===== src/rtl/vga_scanout.sv =====
// vga_scanout: 640x480@60 VGA timing and front-buffer reader with tear-free buffer swap at vblank
module vga_scanout #(
  parameter int H_ACTIVE = 640,
  parameter int H_FP = 16,
  parameter int H_SYNC = 96,
  parameter int H_BP = 48,
  parameter int V_ACTIVE = 480,
  parameter int V_FP = 10,
  parameter int V_SYNC = 2,
  parameter int V_BP = 33,
  parameter int READ_LATENCY = 1
) (
  input  logic        clk,
  input  logic        rst,
  input  logic        swap,
  output logic        rd_en,
  output logic        rd_buf,
  output logic [18:0] rd_addr,
  input  logic [8:0]  rd_data,
  output logic [2:0]  vga_r,
  output logic [2:0]  vga_g,
  output logic [2:0]  vga_b,
  output logic        hsync,
  output logic        vsync,
  output logic        de,
  output logic        frame_start
);
  localparam int H_TOTAL = H_ACTIVE + H_FP + H_SYNC + H_BP;
  localparam int V_TOTAL = V_ACTIVE + V_FP + V_SYNC + V_BP;
  localparam int D = READ_LATENCY + 1;
  logic [9:0] hcnt, vcnt;
  logic active, hs_n, vs_n, last_h, flip_pt, swap_edge;
  logic front_buf, pending, swap_q, fs;
  logic [D-1:0] act_d, hs_d, vs_d;
  logic [8:0] rgb;
  always_comb begin
    last_h = hcnt == 10'(H_TOTAL - 1);
    active = (hcnt < 10'(H_ACTIVE)) && (vcnt < 10'(V_ACTIVE));
    hs_n = !((hcnt >= 10'(H_ACTIVE + H_FP)) && (hcnt < 10'(H_ACTIVE + H_FP + H_SYNC)));
    vs_n = !((vcnt >= 10'(V_ACTIVE + V_FP)) && (vcnt < 10'(V_ACTIVE + V_FP + V_SYNC)));
    flip_pt = last_h && (vcnt == 10'(V_ACTIVE - 1));
    swap_edge = swap ^ swap_q;
    rd_en = active && !rst;
    rd_addr = rd_en ? 19'(vcnt) * 19'(H_ACTIVE) + 19'(hcnt) : '0;
    rd_buf = front_buf;
  end
  always_ff @(posedge clk) begin
    if (rst) begin
      hcnt <= '0;
      vcnt <= '0;
    end else begin
      hcnt <= last_h ? '0 : hcnt + 10'd1;
      if (last_h) vcnt <= (vcnt == 10'(V_TOTAL - 1)) ? '0 : vcnt + 10'd1;
    end
  end
  // rd_data for the pixel addressed at t arrives while act_d[READ_LATENCY-1] carries active(t)
  always_ff @(posedge clk) begin
    if (rst) begin
      act_d <= '0;
      hs_d <= '1;
      vs_d <= '1;
      rgb <= '0;
      fs <= 1'b0;
    end else begin
      act_d <= {act_d[D-2:0], active};
      hs_d <= {hs_d[D-2:0], hs_n};
      vs_d <= {vs_d[D-2:0], vs_n};
      rgb <= act_d[READ_LATENCY-1] ? rd_data : '0;
      fs <= (hcnt == '0) && (vcnt == '0);
    end
  end
  // requests collapse into one flip, applied only on the last clock before vblank
  always_ff @(posedge clk) begin
    if (rst) begin
      swap_q <= 1'b0;
      front_buf <= 1'b0;
      pending <= 1'b0;
    end else begin
      swap_q <= swap;
      if (flip_pt && (pending || swap_edge)) begin
        front_buf <= ~front_buf;
        pending <= 1'b0;
      end else if (swap_edge) pending <= 1'b1;
    end
  end
  assign vga_r = rgb[8:6];
  assign vga_g = rgb[5:3];
  assign vga_b = rgb[2:0];
  assign de = act_d[D-1];
  assign hsync = hs_d[D-1];
  assign vsync = vs_d[D-1];
  assign frame_start = fs;
endmodule


===== config.mk =====
export PLATFORM = sky130hd
export DESIGN_NAME = vga_scanout
export DESIGN_NICKNAME = d
export VERILOG_FILES = /design/src/rtl/vga_scanout.sv
export SDC_FILE = /design/constraint.sdc
export NUM_CORES = 1
export LEC_CHECK = 0
export CAP_MARGIN = 20
export CORE_MARGIN = 4
export CORE_UTILIZATION = 57
export CTS_CLUSTER_SIZE = 30
export DETAILED_ROUTE_END_ITERATION = 7
export DONT_BUFFER_PORTS = 1
export PLACE_DENSITY = 0.75
export SKIP_CTS_REPAIR_TIMING = 1
export SLEW_MARGIN = 20
export SYNTH_ARGS = -nofsm -noshare
export SYNTH_HDL_FRONTEND = slang
export SYNTH_SLANG_ARGS = --single-unit

===== constraint.sdc =====
create_clock -name clk -period 2.8 [get_ports clk]
set_input_delay 0.28 -clock clk [delete_from_list [all_inputs] [get_ports clk]]
set_output_delay 0.28 -clock clk [all_outputs]
set_load 0.01 [all_outputs]

Word level (Yosys, flattened, before mapping)
Cells that the tools add are included.
- add/subtract/negate cells: 3
- multipliers: 1
- $lt $le $gt $ge: 6
- equal/unequal tests: 3
- mux-type cells: 2
- bitwise gates (word level): 3
- reductions and logical operators: 16
- operators with widths (kind ; count):
    $add A10 B1 Y10 const B ; 2
    $eq A10 B10 Y1 const B ; 2
    $logic_not A10 Y1 ; 2
    $lt A10 B10 Y1 const B ; 2
    $lt A10 B9 Y1 const B ; 2
    $add A19 B10 Y19 ; 1
    $mux W19 ; 1
    $mul A10 B3 Y12 const B ; 1
    $eq A10 B9 Y1 const B ; 1
    $ge A10 B10 Y1 const B ; 1
    $ge A10 B9 Y1 const B ; 1
    $mux W10 ; 1
    $logic_and A1 B1 Y1 ; 7
    $reduce_or A2 Y1 ; 3
    $logic_not A1 Y1 ; 3
    $not A1 Y1 ; 2
    $logic_or A1 B1 Y1 ; 1
    $xor A1 B1 Y1 ; 1
- register bits after elaboration: 39
- bits of input ports: 12
- output and inout port bits: 34
- word-level logic and storage cells: 44

Logic depth before layout (Yosys ltp)
Gate-level depths: netlist of run 1.
- depth in word-level cells: 4
- gate-level depth with buffers: 9
- depth with buffers taken out: 9

Worst setup path before layout of run 1
Ideal clock, no wire load.
- path type: register -> output
- start: register vcnt[1]
- end: output port rd_addr[18]
- arrival: 2.735 ns
- required time: 2.520 ns
- path slack: -0.215 ns
- stages on the path, launching flop included: 10
- path buffers: 0
- cell sequence: dfxtp_1 -> ha_1 -> ha_1 -> fa_1 -> xor2_1 -> nand3_2 -> nor4_4 -> nand4_1 -> or3_1 -> a21oi_1
- cells in the longest elaborated chain, start to end: 4
- ends and longest elaborated chain (element ; RTL line ; source):
    start: declaration ; 31 ; logic [9:0] hcnt, vcnt;
    start signal: assignment ; 53 ; if (last_h) vcnt <= (vcnt == 10'(V_TOTAL - 1)) ? '0 : vcnt + 10'd1;
    parallel branches: the longest is 3 deep, another holds $add A19 B10 Y19 ; - ;
    $mux W19 (*) ; 44 ; rd_addr = rd_en ? 19'(vcnt) * 19'(H_ACTIVE) + 19'(hcnt) : '0;
    end: declaration ; 18 ; output logic [18:0] rd_addr,
Mark *: on every way between the ends.

Final worst setup path of run 1
- start: register vcnt[0]
- end: output port rd_addr[18]
Same word-level chain as after synthesis.

==> results of run 1 <==
-- layout make-up --
class                   instances  area (um^2)
repair buffers                 22          169
inverters                      11         41.3
well taps                      48         60.1
clock buffers                   5         68.8
multi-input cells             210         1620
fillers                       258          978
flip-flops and latches         39          787
clock inverters                 3         43.8
-- cell families (layout without fill, tap and decap cells) --
logic type,count (synthesis),after routing,synth area share (%)
and+or+nand+nor,129,129,30.7
DFF,39,39,34.1
AOI/OAI and AO/OA,28,28,7.49
xor gates and xnor gates,27,27,10.3
adders and majority gates,25,25,14.3
buffers and inverters,15,41,2.62
muxes,1,1,0.437
-- placed cells by master (no fill, tap or decap), types with 4 or more instances in the layout --
cell type  count
nand4_1       10
xor2_1        16
o21ai_0        9
xnor2_1        9
clkbuf_8       5
or3_1          5
ha_4           4
ha_1          16
nand2_1       14
and2_1        16
dfxtp_1       36
nor3_1         4
buf_4         21
nand3_1        7
nor2_1        36
a21oi_1        6
nor2_2         6
inv_1         11
-- sequential cells by signal (all words and copies together), names as in the netlist --
name,flops
hcnt,10
rgb,9
act_d,2
rd_buf,1
frame_start,1
vs_d,2
pending,1
vcnt,10
swap_q,1
hs_d,2
-- stage by stage --
stage                     area (um^2)  hold slack (ns)  setup TNS, ns  std cells
after global placement           2470            0.352              0        325
final                            2790           0.0397         -0.742        338
after global routing             2790           0.0325          -1.17        338
after floorplan                  2300            0.389              0        264
after detailed placement         2470            0.353       -0.00633        325
after CTS                        2580           0.0323          -1.06        333
-- synthesized netlist by cell type (2+ instances only) --
master	count	share of area, %
a21o_1	2	0.66
a21oi_1	8	1.7
and2_1	16	4.4
and3_1	3	0.82
clkbuf_1	3	0.49
dfxtp_1	39	34
fa_1	2	1.7
ha_1	23	13
inv_1	11	1.8
nand2_1	14	2.3
nand3_1	8	1.7
nand3b_1	2	0.66
nand4_1	10	2.7
nor2_1	43	7.0
nor2b_1	3	0.82
nor3_1	4	0.87
nor4_1	4	1.1
nor4b_1	3	1.1
o2111ai_1	2	0.77
o21ai_0	9	2.0
or2_2	2	0.55
or3_1	6	1.6
or3b_1	2	0.77
xnor2_1	10	3.8
xor2_1	17	6.5
-- power by group through the flow --
| stage | logic (uW) | registers (uW) | clock network [uW] |
|---|---|---|---|
| final | 37.4 | 578 | 472 |
| after global routing | 43.8 | 580 | 503 |
| after CTS | 35.7 | 580 | 477 |
| after detailed placement | 35.4 | 593 | 0 |
| after global placement | 34.4 | 592 | 0 |
| after floorplan | 29.8 | 590 | 0 |
-- worst paths after layout --
check | start | to | slack [ns] | cells past startpoint
setup / recovery | vcnt[0]$_SDFFE_PP0P_ | rd_addr[18] | -0.31 | 9
hold / removal | rst | rd_buf$_SDFFE_PP0P_ | 0.04 | 1
setup reg to reg | hcnt[0]$_SDFF_PP0_ | vcnt[9]$_SDFFE_PP0P_ | 0.77 | 6
hold reg to reg | vs_d[0]$_SDFF_PP1_ | vs_d[1]$_SDFF_PP1_ | 0.42 | 1
-- layer usage --
| metal | wire (um) | vias to the layer above | GRT usage (%) |
|---|---|---|---|
| li1 | - | 971 | - |
| met1 | 2360 | 937 | 26.1 |
| met2 | 2680 | 76 | 30.8 |
| met3 | 365 | 9 | 6.59 |
| met4 | 106 | 0 | 6.47 |
| met5 | 0 | - | 0 |
==> results.md, run 1 <==
* Status: finished, violations left
* Failing checks: setup timing
* Layout cell share with drive strength beyond 1 at 21.4%
* Final setup margin at -0.307 ns
* CP delay by family, top: adder cells
* Avg Cell Area, Syn at 8.67 um^2
* Switching share of total power at 22.2%
* First-pass GRT wire length at 8.07 mm
* NetSw at 241 uW
* Synth warnings at 0
* Mapped Cells at 264
* Sequential share of power at 53.2%
* Crit path kind: register to output port
* Static Leak at 0.00116 uW
* Slew Limit Headroom at 67.5%
* GRT overflow at 0
* Clk network pwr share at 43.4%
* Reg clk slew, reported paths at 0.08 ns
* Total power draw at 1090 uW
* Pre-CTS WS at -0.00633 ns
* Fin crit share at 111%
* Routed WL at 5.51 mm
* Post-DP HPWL at 3.65 mm
* PortBufs at 0
* Synth unique cells at 43
* Synth Cell Area at 2290 um^2
* #FFs+latches synth at 39
* Tmin final at 3.11 ns
* Top cell by count, worst path: a21oi_4
* DRC at 0
* Critical-path cell list: ha_1 > ha_4 > fa_2 > a21oi_4 > o2111ai_2 > xor2_1 > nand4_1 > or3_4 > a21oi_4
* Vias in the first global route at 1,739
* CP endpoint kind: output port
* Io pins at 46
* Cell Pwr Density at 390 nW/um^2
* Final net count at 326
* Largest net degree at the start of global routing at 16
* Slowest cell on crit path: fa_2
* Worst skew pair latency at 0.30 ns
* Synth-to-Final Area Change at 22.0%
* Async set or reset register ratio after synthesis at 0%
* Initial antenna violation count at 0
* Post-synth EDFFs at 0
* Number of clock sinks at 39
* Final Hold Viols at 0
* Die H at 71.4 um
* Net count after synthesis at 301
* CP Max Fanout at 3
* CTS max path bufs at 2
* Required @ worst endpoint at 2.52 ns
* Internal power at 847 uW
* Antenna Cells at 0
* Die area at 5100 um^2
* Top_reg_cell synth: dfxtp_1
* RSZ-0062 raised after global routing: true
* Post-synthesis sequential area ratio at 34.1%
* Crit-path max cell delay at 0.40 ns
* Data arrival, critical path at 2.83 ns
* Row count at 22
* Final core area utilization at 74.1%
* DR pass1 iterations at 4
* Clk root buf: clkbuf_8
* Critical path startpoint category: register
* TritonCTS Buffers at 5
* Hold Crit Class: input port to register
* GP Congestion at 0.871
* Finish-stage setup viols at 5
* Post-DRT Antenna Nets at 0
* Max-cap violations at 0
* Initial DRC count at 138
* VDD IR max at 0.508 mV
* Least-Margin Pin Slew at 0.487 ns
* Die W at 71.4 um
* CORE AREA at 3770 um^2
* Initial Util at 60.7%
* Buf/Inv on CP at 0
* Vias at 1,993
* Gate power share at 3.4%
* All-layer global routing usage at 19.9%
* Slew Viols, Final at 0
* Fmax achieved at 0.322 GHz
* Vias per cell at 5.90
* Post-DR wirelength/cell at 16.3 um
* H-tree levels at 2
* Final Skew at 0.00708 ns
* TritonCTS clock tree: built
Note: power is estimated with default switching activity, not from simulation.
==> run 2, diff against run 1 <==
--- a/config.mk
+++ b/config.mk
@@ -11,7 +11,8 @@
 export CTS_CLUSTER_SIZE = 30
 export DETAILED_ROUTE_END_ITERATION = 7
 export DONT_BUFFER_PORTS = 1
-export PLACE_DENSITY = 0.75
+export GPL_ROUTABILITY_DRIVEN = 1
+export PLACE_DENSITY_LB_ADDON = 0.25
 export SKIP_CTS_REPAIR_TIMING = 1
 export SLEW_MARGIN = 20
 export SYNTH_ARGS = -nofsm -noshare
==> run 2 against run 1 <==
  * The run still ends with setup timing left
  * Largest cell class unchanged
  * Via count is 2.4% lower
  * Cell count shrank 1.8%
  * First-iteration DRC count fell by 19%
  * Setup slack improved by 0.11 ns
  * Global-route usage is 0.13 points lower
  * Sequential power about the same
  * Clock power about the same
  * Critical path type unchanged
  * Total power shrank 0.25%
==> results.md, run 2 (synthesized netlist as in run 1, its figures left out) <==
* Largest net degree at the start of global routing at 16 (unchanged)
* CORE AREA at 3770 um^2 (unchanged)
* Sequential standard cell area at 786 um^2 (was 787 um^2)
* Final Skew at 0.00910 ns (was 0.00708 ns)
* Fmax achieved at 0.334 GHz (was 0.322 GHz)
* Initial DRC count at 112 (was 138)
* Failing checks: setup timing (unchanged)
* Placed insts at 323 (was 325)
* Vias in the first global route at 1,711 (was 1,739)
* All-layer global routing usage at 19.8% (was 19.9%)
* Post-DR wirelength/cell at 15.9 um (was 16.3 um)
* VDD IR max at 0.493 mV (was 0.508 mV)
* WHS at 0.0413 ns (was 0.0397 ns)
* Hold Crit Class: input port to register (unchanged)
* # fillers at 269 (was 258)
* First-pass GRT wire length at 8.00 mm (was 8.07 mm)
* GRT overflow at 0 (unchanged)
* Hold endpoint: hcnt[6]$_SDFF_PP0_ (was rd_buf$_SDFFE_PP0P_)
* Commonest non-fill, non-tap cells in the layout: nor2_1, dfxtp_1 (was nor2_1, dfxtp_1, buf_4)
* Post-DRT Antenna Nets at 0 (unchanged)
* Setup crit start: vcnt[1]$_SDFFE_PP0P_ (was vcnt[0]$_SDFFE_PP0P_)
* RSZ-0062 raised after global routing: true (unchanged)
* CP Max Fanout at 3 (unchanged)
* Die H at 71.4 um (unchanged)
* Post-DP HPWL at 3.65 mm (about the same)
* Final Hold Viols at 0 (unchanged)
* DR pass1 iterations at 4 (unchanged)
* Cell Pwr Density at 396 nW/um^2 (was 390 nW/um^2)
* Reg2reg end: vcnt[9]$_SDFFE_PP0P_ (unchanged)
* PortBufs at 0 (unchanged)
* DRC at 0 (unchanged)
* Routed WL at 5.28 mm (was 5.51 mm)
* FF-to-FF path depth at 6 (unchanged)
* Vias per cell at 5.86 (was 5.90)
* GP Congestion at 0.814 (was 0.871)
* Synth-to-Final Area Change at 19.6% (was 22.0%)
* H-tree levels at 2 (unchanged)
* Tmin final at 3.00 ns (was 3.11 ns)
* Status: finished, violations left (unchanged)
* Area of the multi-input gates at 1620 um^2 (about the same)
* CP endpoint kind: output port (unchanged)
* Initial Util at 60.7% (unchanged)
* Finish-stage setup viols at 3 (was 5)
* Reg2reg setup slack at 0.71 ns (was 0.77 ns)
* Layout cell share with drive strength beyond 1 at 19.4% (was 21.4%)
* Data arrival, critical path at 2.72 ns (was 2.83 ns)
* CTS max path bufs at 2 (unchanged)
* Critical path startpoint category: register (unchanged)
* Fin crit share at 107% (was 111%)
* Row count at 22 (unchanged)
* Crit path kind: register to output port (unchanged)
* Cells on Worst Hold Path at 1 (unchanged)
* Worst hold start: rst (unchanged)
* Vias at 1,945 (was 1,993)
* TritonCTS Buffers at 5 (unchanged)
* Worst skew pair latency at 0.30 ns (about the same)
* Final net count at 320 (was 326)
* Initial antenna violation count at 0 (unchanged)
* Antenna Cells at 0 (unchanged)
* RR Startpoint: hcnt[0]$_SDFF_PP0_ (unchanged)
* Number of clock sinks at 39 (unchanged)
* Reg clk slew, reported paths at 0.08 ns (about the same)
* Static Leak at 0.00114 uW (was 0.00116 uW)
* Io pins at 46 (unchanged)
* TritonCTS clock tree: built (unchanged)
* Max-cap violations at 0 (unchanged)
* Die area at 5100 um^2 (unchanged)
* Final setup margin at -0.198 ns (was -0.307 ns)
* Largest regs: hcnt x10, vcnt x10, rgb x9 (unchanged)
* Finished Layout Cells at 332 (was 338)
* Slew Viols, Final at 0 (unchanged)
* Commonest non-fill, non-tap cell in the layout: nor2_1
* Least-Margin Pin Slew at 0.692 ns (was 0.487 ns)
* Required @ worst endpoint at 2.52 ns (about the same)
* Die W at 71.4 um (unchanged)
* Slew Limit Headroom at 53.7% (was 67.5%)
* Clk root buf: clkbuf_8 (unchanged)
==> run 2: cell type report <==
type / instances / share of cell area (%)
clock inverter: 3 / 1.60
timing repair buffer: 16 / 4.39
multi-input combinational: 210 / 59.1
inverter: 11 / 1.51
sequential: 39 / 28.7
clock buffer: 5 / 2.51
tap: 48 / 2.19
==> run 2: stage by stage <==
step | util (%) | power (uW) | cell area (um^2) | setup TNS [ns] | setup WS [ns]
2_1_floorplan | - | 620 | 2300 | 0 | 0.0373
3_3_place_gp | 65.1 | 626 | 2460 | 0 | 0.102
3_5_place_dp | 65.1 | 627 | 2460 | 0 | 0.0510
4_1_cts | 68.1 | 1090 | 2570 | -0.956 | -0.289
5_1_grt | 72.6 | 1120 | 2740 | -0.739 | -0.311
6_report | 72.6 | 1090 | 2740 | -0.312 | -0.198
==> run 2: worst max path at each step <==
stage                  end  slack, ns  depth (start not counted)
4_1_cts        rd_addr[18]      -0.29                          9
2_1_floorplan  rd_addr[18]       0.04                          9
3_3_place_gp   rd_addr[18]       0.10                          9
3_5_place_dp   rd_addr[18]       0.05                          9
5_1_grt        rd_addr[18]      -0.31                          9
6_report       rd_addr[18]      -0.20                          9
==> run 2: layer usage <==
| metal | up-vias | GRT usage (%) | wire length, um |
|---|---|---|---|
| li1 | 959 | - | - |
| met1 | 909 | 27.3 | 2370 |
| met2 | 71 | 30.0 | 2490 |
| met3 | 6 | 4.07 | 332 |
| met4 | 0 | 8.14 | 91 |
| met5 | - | 0 | 0 |
==> run 2: power breakdown <==
part	internal [uW]	total [uW]	switching [uW]
combinational	13.3	35.8	22.5
clock	265	470	205
sequential	568	579	10.9
total	847	1090	238
==> run 2: critical path, cell delays in order (launching register included) <==
cell and delay (ns):
dfxtp_2 0.34, ha_4 0.24, ha_4 0.16, fa_2 0.43
a21oi_4 0.19, o2111ai_2 0.12, xor2_1 0.23, nand4_1 0.16
or3_4 0.36, a21oi_4 0.17
==> run 3, diff against run 2 <==
--- a/config.mk
+++ b/config.mk
@@ -12,6 +12,7 @@
 export DETAILED_ROUTE_END_ITERATION = 7
 export DONT_BUFFER_PORTS = 1
 export GPL_ROUTABILITY_DRIVEN = 1
+export GPL_TIMING_DRIVEN = 0
 export PLACE_DENSITY_LB_ADDON = 0.25
 export SKIP_CTS_REPAIR_TIMING = 1
 export SLEW_MARGIN = 20
==> constraint.sdc (replaced) <==
create_clock -name clk -period 2.71 [get_ports clk]
set_input_delay 0.271 -clock clk [delete_from_list [all_inputs] [get_ports clk]]
set_output_delay 0.271 -clock clk [all_outputs]
set_load 0.01 [all_outputs]
==> run 3 against run 2 <==
  * The run still ends with setup timing left
  * Clock skew fell by 0.0013 ns
  * Sequential power is 3% higher
  * Cell count shrank 0.90%
  * Clock power is 1% higher
  * Die area unchanged
  * Combinational power rose by 10%
  * Setup slack worse by 0.24 ns
  * Via count shrank 4.1%
  * Critical endpoint unchanged
  * Sequential share of layout area grew 1.6 points
  * Utilization down 2.7 points
  * Sequential cell count unchanged
==> results.md, run 3 (synthesized netlist as in run 1, its figures left out) <==
* Vias per cell at 5.67 (was 5.86)
* CP delay by family, top: simple AND/OR/NAND/NOR gates (was adder cells)
* Die H at 71.4 um (unchanged)
* Fmax achieved at 0.318 GHz
* VDD IR max at 0.239 mV (was 0.493 mV)
* Required @ worst endpoint at 2.44 ns (was 2.52 ns)
* CORE AREA at 3770 um^2 (unchanged)
* Largest regs: hcnt x10, vcnt x10, rgb x9 (unchanged)
* Reg clk slew, reported paths at 0.08 ns (about the same)
* Status: finished, violations left (unchanged)
* Critical-path cell list: ha_1 > ha_4 > fa_2 > xor2_2 > nand3_4 > nor4_4 > nand4_1 > or3_4 > a21oi_4 (was ha_4 > ha_4 > fa_2 > a21oi_4 > o2111ai_2 > xor2_1 > nand4_1 > or3_4 > a21oi_4)
* CTS max path bufs at 2 (unchanged)
* Slowest cell on crit path: fa_2 (unchanged)
* RR Startpoint: hcnt[0]$_SDFF_PP0_ (unchanged)
* CP endpoint kind: output port (unchanged)
* Final Hold Viols at 0 (unchanged)
* Final Skew at 0.00779 ns (was 0.00910 ns)
* Worst hold start: rd_data[6] (was rst)
* DR pass1 iterations at 4 (unchanged)
* Final core area utilization at 69.9% (was 72.6%)
* Row count at 22 (unchanged)
* Setup crit start: vcnt[0]$_SDFFE_PP0P_ (was vcnt[1]$_SDFFE_PP0P_)
* Largest net degree at the start of global routing at 14 (was 16)
* PortBufs at 0 (unchanged)
* Least-Margin Pin Slew at 0.647 ns (was 0.692 ns)
* Number of clock sinks at 39 (unchanged)
* H-tree levels at 2 (unchanged)
* CP Max Fanout at 6 (was 3)
* Final setup margin at -0.436 ns (was -0.198 ns)
* Commonest non-fill, non-tap cells in the layout: nor2_1, dfxtp_1, ha_1, and2_1, xor2_1 (was nor2_1, dfxtp_1)
* DRC at 0 (unchanged)
* Vias in the first global route at 1,601 (was 1,711)
* Static Leak at 0.00112 uW (was 0.00114 uW)
* Hold Crit Class: input port to register (unchanged)
* # fillers at 272 (was 269)
* Placed insts at 312 (was 323)
* Post-DP HPWL at 3.23 mm (was 3.65 mm)
* GRT overflow at 0 (unchanged)
* Final net count at 317 (was 320)
* TritonCTS clock tree: built (unchanged)
* All-layer global routing usage at 18.1% (was 19.8%)
* Crit-path max cell delay at 0.44 ns (was 0.43 ns)
* Slew Limit Headroom at 56.6% (was 53.7%)
* Antenna Cells at 0 (unchanged)
* Die area at 5100 um^2 (unchanged)
* Vias at 1,866 (was 1,945)
* Critical path startpoint category: register (unchanged)
* Reg2reg setup slack at 0.76 ns (was 0.71 ns)
* Worst skew pair latency at 0.29 ns (was 0.30 ns)
* Cell Pwr Density at 422 nW/um^2 (was 396 nW/um^2)
* Buf/Inv on CP at 0 (unchanged)
* Io pins at 46 (unchanged)
* Tmin final at 3.15 ns
* Clk root buf: clkbuf_8 (unchanged)
* Initial antenna violation count at 0 (unchanged)
* Post-DR wirelength/cell at 14.6 um (was 15.9 um)
* Routed WL at 4.79 mm (was 5.28 mm)
* Die W at 71.4 um (unchanged)
* TritonCTS Buffers at 5 (unchanged)
* Finished Layout Cells at 329 (was 332)
* Synth-to-Final Area Change at 15.1% (was 19.6%)
* Crit path kind: register to output port (unchanged)
* Data arrival, critical path at 2.87 ns (was 2.72 ns)
* Post-DRT Antenna Nets at 0 (unchanged)
* GP Congestion at 0.838 (was 0.814)
* Commonest non-fill, non-tap cell in the layout: nor2_1 (unchanged)
* RSZ-0062 raised after global routing: true (unchanged)
* First-pass GRT wire length at 7.47 mm (was 8.00 mm)
* Initial Util at 60.7% (unchanged)
* Layout cell share with drive strength beyond 1 at 14.6% (was 19.4%)
* Max-cap violations at 0 (unchanged)
* Initial DRC count at 90 (was 112)
* Failing checks: setup timing (unchanged)
* Fin crit share at 116%
* Slew Viols, Final at 0 (unchanged)
* Finish-stage setup viols at 6 (was 3)
-- run 3: changes by cell type in the layout (fill, tap and decap cells not counted), moves of 2 or more --
cell / delta
nor2_1: +3
ha_4: -3
o2111ai_1: +2
buf_4: -6
o21ai_0: +2
ha_2: -2
clkbuf_1: +3
o2111ai_2: -2
ha_1: +5
nor2_2: -3
dfxtp_4: +3
dfxtp_1: -5
dfxtp_2: +2
-- run 3: final timing paths --
check | to | cells past startpoint
max | rd_addr[18] | 9
min | rgb[6]$_SDFF_PP0_ | 1
max reg2reg | vcnt[7]$_SDFFE_PP0P_ | 7
min reg2reg | hs_d[1]$_SDFF_PP1_ | 1
-- run 3: cell type report --
| class | count | area, um^2 | area share [%] |
|---|---|---|---|
| well taps | 48 | 60.1 | 2.28 |
| plain buffers | 4 | 18.8 | 0.712 |
| multi-input cells | 210 | 1540 | 58.3 |
| repair buffers | 9 | 67.6 | 2.56 |
| clock buffers | 5 | 68.8 | 2.61 |
| clock inverters | 3 | 43.8 | 1.66 |
| flip-flops and latches | 39 | 800 | 30.3 |
| inverters | 11 | 41.3 | 1.57 |
-- run 3: power by group --
part | switching (uW) | leakage (uW) | internal, uW
clock | 203 | 0.0000581 | 274
sequential | 11.2 | 0.000323 | 584
combinational | 25.1 | 0.000743 | 14.3
total | 239 | 0.00112 | 872
-- run 3: through the flow --
stage | TNS, ns | hold slack [ns] | instance area, um^2 | power (uW) | worst slack (ns)
2_1_floorplan | 0 | 0.389 | 2300 | 641 | 0.00676
3_3_place_gp | -0.269 | 0.392 | 2360 | 650 | -0.216
3_5_place_dp | -0.283 | 0.393 | 2360 | 651 | -0.224
4_1_cts | -1.97 | 0.0902 | 2480 | 1120 | -0.558
5_1_grt | -2.94 | 0.0773 | 2640 | 1160 | -0.615
6_report | -2.07 | 0.0924 | 2640 | 1110 | -0.436
-- run 3: metal layers --
layer / GRT usage (%) / vias up / part of all wire (%)
met5: 0 / - / 0
met4: 3.76 / 0 / 0.94
met3: 6.73 / 5 / 6.4
met2: 26.2 / 50 / 46
met1: 25.7 / 867 / 46
li1: - / 944 / -
==> variant: new RTL, config.mk and constraints of run 2 <==
Make the reset (`rst`) asynchronous in 3 clocked blocks.
--- a/src/rtl/vga_scanout.sv
+++ b/src/rtl/vga_scanout.sv
@@ -44,7 +44,7 @@
     rd_addr = rd_en ? 19'(vcnt) * 19'(H_ACTIVE) + 19'(hcnt) : '0;
     rd_buf = front_buf;
   end
-  always_ff @(posedge clk) begin
+  always_ff @(posedge clk or posedge rst) begin
     if (rst) begin
       hcnt <= '0;
       vcnt <= '0;
@@ -54,7 +54,7 @@
     end
   end
   // rd_data for the pixel addressed at t arrives while act_d[READ_LATENCY-1] carries active(t)
-  always_ff @(posedge clk) begin
+  always_ff @(posedge clk or posedge rst) begin
     if (rst) begin
       act_d <= '0;
       hs_d <= '1;
@@ -70,7 +70,7 @@
     end
   end
   // requests collapse into one flip, applied only on the last clock before vblank
-  always_ff @(posedge clk) begin
+  always_ff @(posedge clk or posedge rst) begin
     if (rst) begin
       swap_q <= 1'b0;
       front_buf <= 1'b0;
Check against the original RTL: differs if rst is asserted again (counterexample within 4 cycles, from zero or initial values and one cycle with rst high); with rst held inactive, the same outputs for 10 cycles.
==> variant against run 2 <==
  * The flow still finishes with violations (setup timing)
  * Synthesized area is 4.8% higher
  * Power is 1.3% lower
  * Design area is 6.6% higher
  * Utilization is 0.17 points lower
  * Sequential share of layout area is 4.9 points higher
  * Non-clock buffer count is 22 higher
  * Via count is 0.87% lower
  * Clock skew is 0.00066 ns lower
  * Fmax is 13% lower
  * Setup slack worse by 0.45 ns
  * Combinational power is 22% lower
  * Critical endpoint unchanged
  * Routed wire length is 2.8% lower
  * Sequential cell count stayed put
==> variant: results (changes against run 2) <==
Slew @ Worst Pin=0.6439 ns (-0.04846 ns); largest net degree at the start of global routing=40 (+24); share of layout cells above drive strength 1=0.2465 (+0.05287); Leak=1.378 nW (+21%); post-synth cell types=45 (+4.7%); Worst R2R Path Depth=7 (+1); drt total wl=5132 um (-2.8%); routed vias/inst=5.704 (-2.6%); WP data arrival=3.17 ns (+0.45 ns); DP HPWL=3775 um (+3.4%); GPL Wtd Cong=0.8398 (+3.2%); Peak VDD IR=0.2711 mV (-45%); Post-Syn Instances=249 (-5.7%); setup ws final=-0.6515 ns (-0.4534 ns); final clock skew=0.008437 ns (-0.0006647 ns); number of nets in the layout=324 (+1.3%); first-pass GRT wire length=8763 um (+9.5%); failing checks=setup timing; Crit. Startpoint=vcnt[3]; status=finished with violations; DP Area=2728 sq um (+11%); min-delay src=swap; register area share after synthesis=0.4088 (+0.06778); hold depth=0 (-1); endpoints failing setup=5 (+2); top cells by count, synth=dfrtp_1, ha_1, nor2_1; vias in the first global route=1874 (+9.5%); ys async rst share=1.000 (+1.000)
-- variant: cell count changes in the layout (fill, tap and decap cells not counted), moves of 5 or more --
cell	before	now
o21ai_0	7	16
buf_4	16	37
ha_4	5	0
nor2_1	39	21
dfrtp_1	0	35
dfxtp_1	35	0
nand4_1	10	4
xor2_1	16	9
ha_1	16	21
-- variant: final timing paths --
check | to | slack, ns
max | rd_addr[18] | -0.65
min | swap_q | 0.01
max reg2reg | rd_buf | 0.78
min in group asynchronous | frame_start | 0.02
min reg2reg | hs_d[1] | 0.36
max in group asynchronous | vs_d[0] | 2.43
-- variant: report_power, final --
part,switching [mW],internal [mW],leakage (nW)
clock,0.200,0.265,0.0581
combinational,0.0205,0.00738,0.845
sequential,0.00708,0.571,0.476
total,0.228,0.844,1.38
-- variant: critical path: stages, from the launching register on --
cell	delay [ns]
dfrtp_1	0.40
ha_1	0.28
ha_2	0.18
fa_2	0.39
xor2_2	0.20
or3b_4	0.41
or4_4	0.43
or4_4	0.44
a21oi_4	0.16
-- variant: per-stage QoR --
step                      total power [mW]  hold WS (ns)    util  instances  setup TNS, ns
after floorplan                     0.6095        0.3114       -        249        -0.8782
after global placement              0.6171        0.3116  0.6770        329         -1.021
after detailed placement            0.6183        0.3116  0.6770        329         -1.266
after CTS                            1.081      0.005510  0.7050        337         -3.000
after global routing                 1.105      0.004421  0.7242        338         -2.844
final                                1.071       0.01478  0.7242        338         -2.197
-- variant: routing by layer --
layer / GRT usage / routed length, um / vias to the layer above
met3: 0.05647 / 373 / 7
met2: 0.3026 / 2352 / 64
met5: 0 / 0 / -
li1: - / - / 946
met4: 0.05328 / 54 / 0
met1: 0.2995 / 2351 / 911
-- variant: cell families after synthesis --
kind of cell	count (synthesis)	share of synthesized area
and+or+nand+nor	100	0.2232
AOI/OAI and AO/OA	43	0.1079
DFF	39	0.4088
xor gates and xnor gates	25	0.09124
adders and majority gates	25	0.1366
buffers and inverters	16	0.02815
muxes	1	0.004171
-- variant: final cells by class --
class	count	area [sq um]
sequential	39	980.9
multi-input combinational	194	1439
clock inverter	3	43.79
clock buffer	5	68.82
tap	50	62.56
timing repair buffer	38	289.0
inverter	9	33.78
fill	314	1111
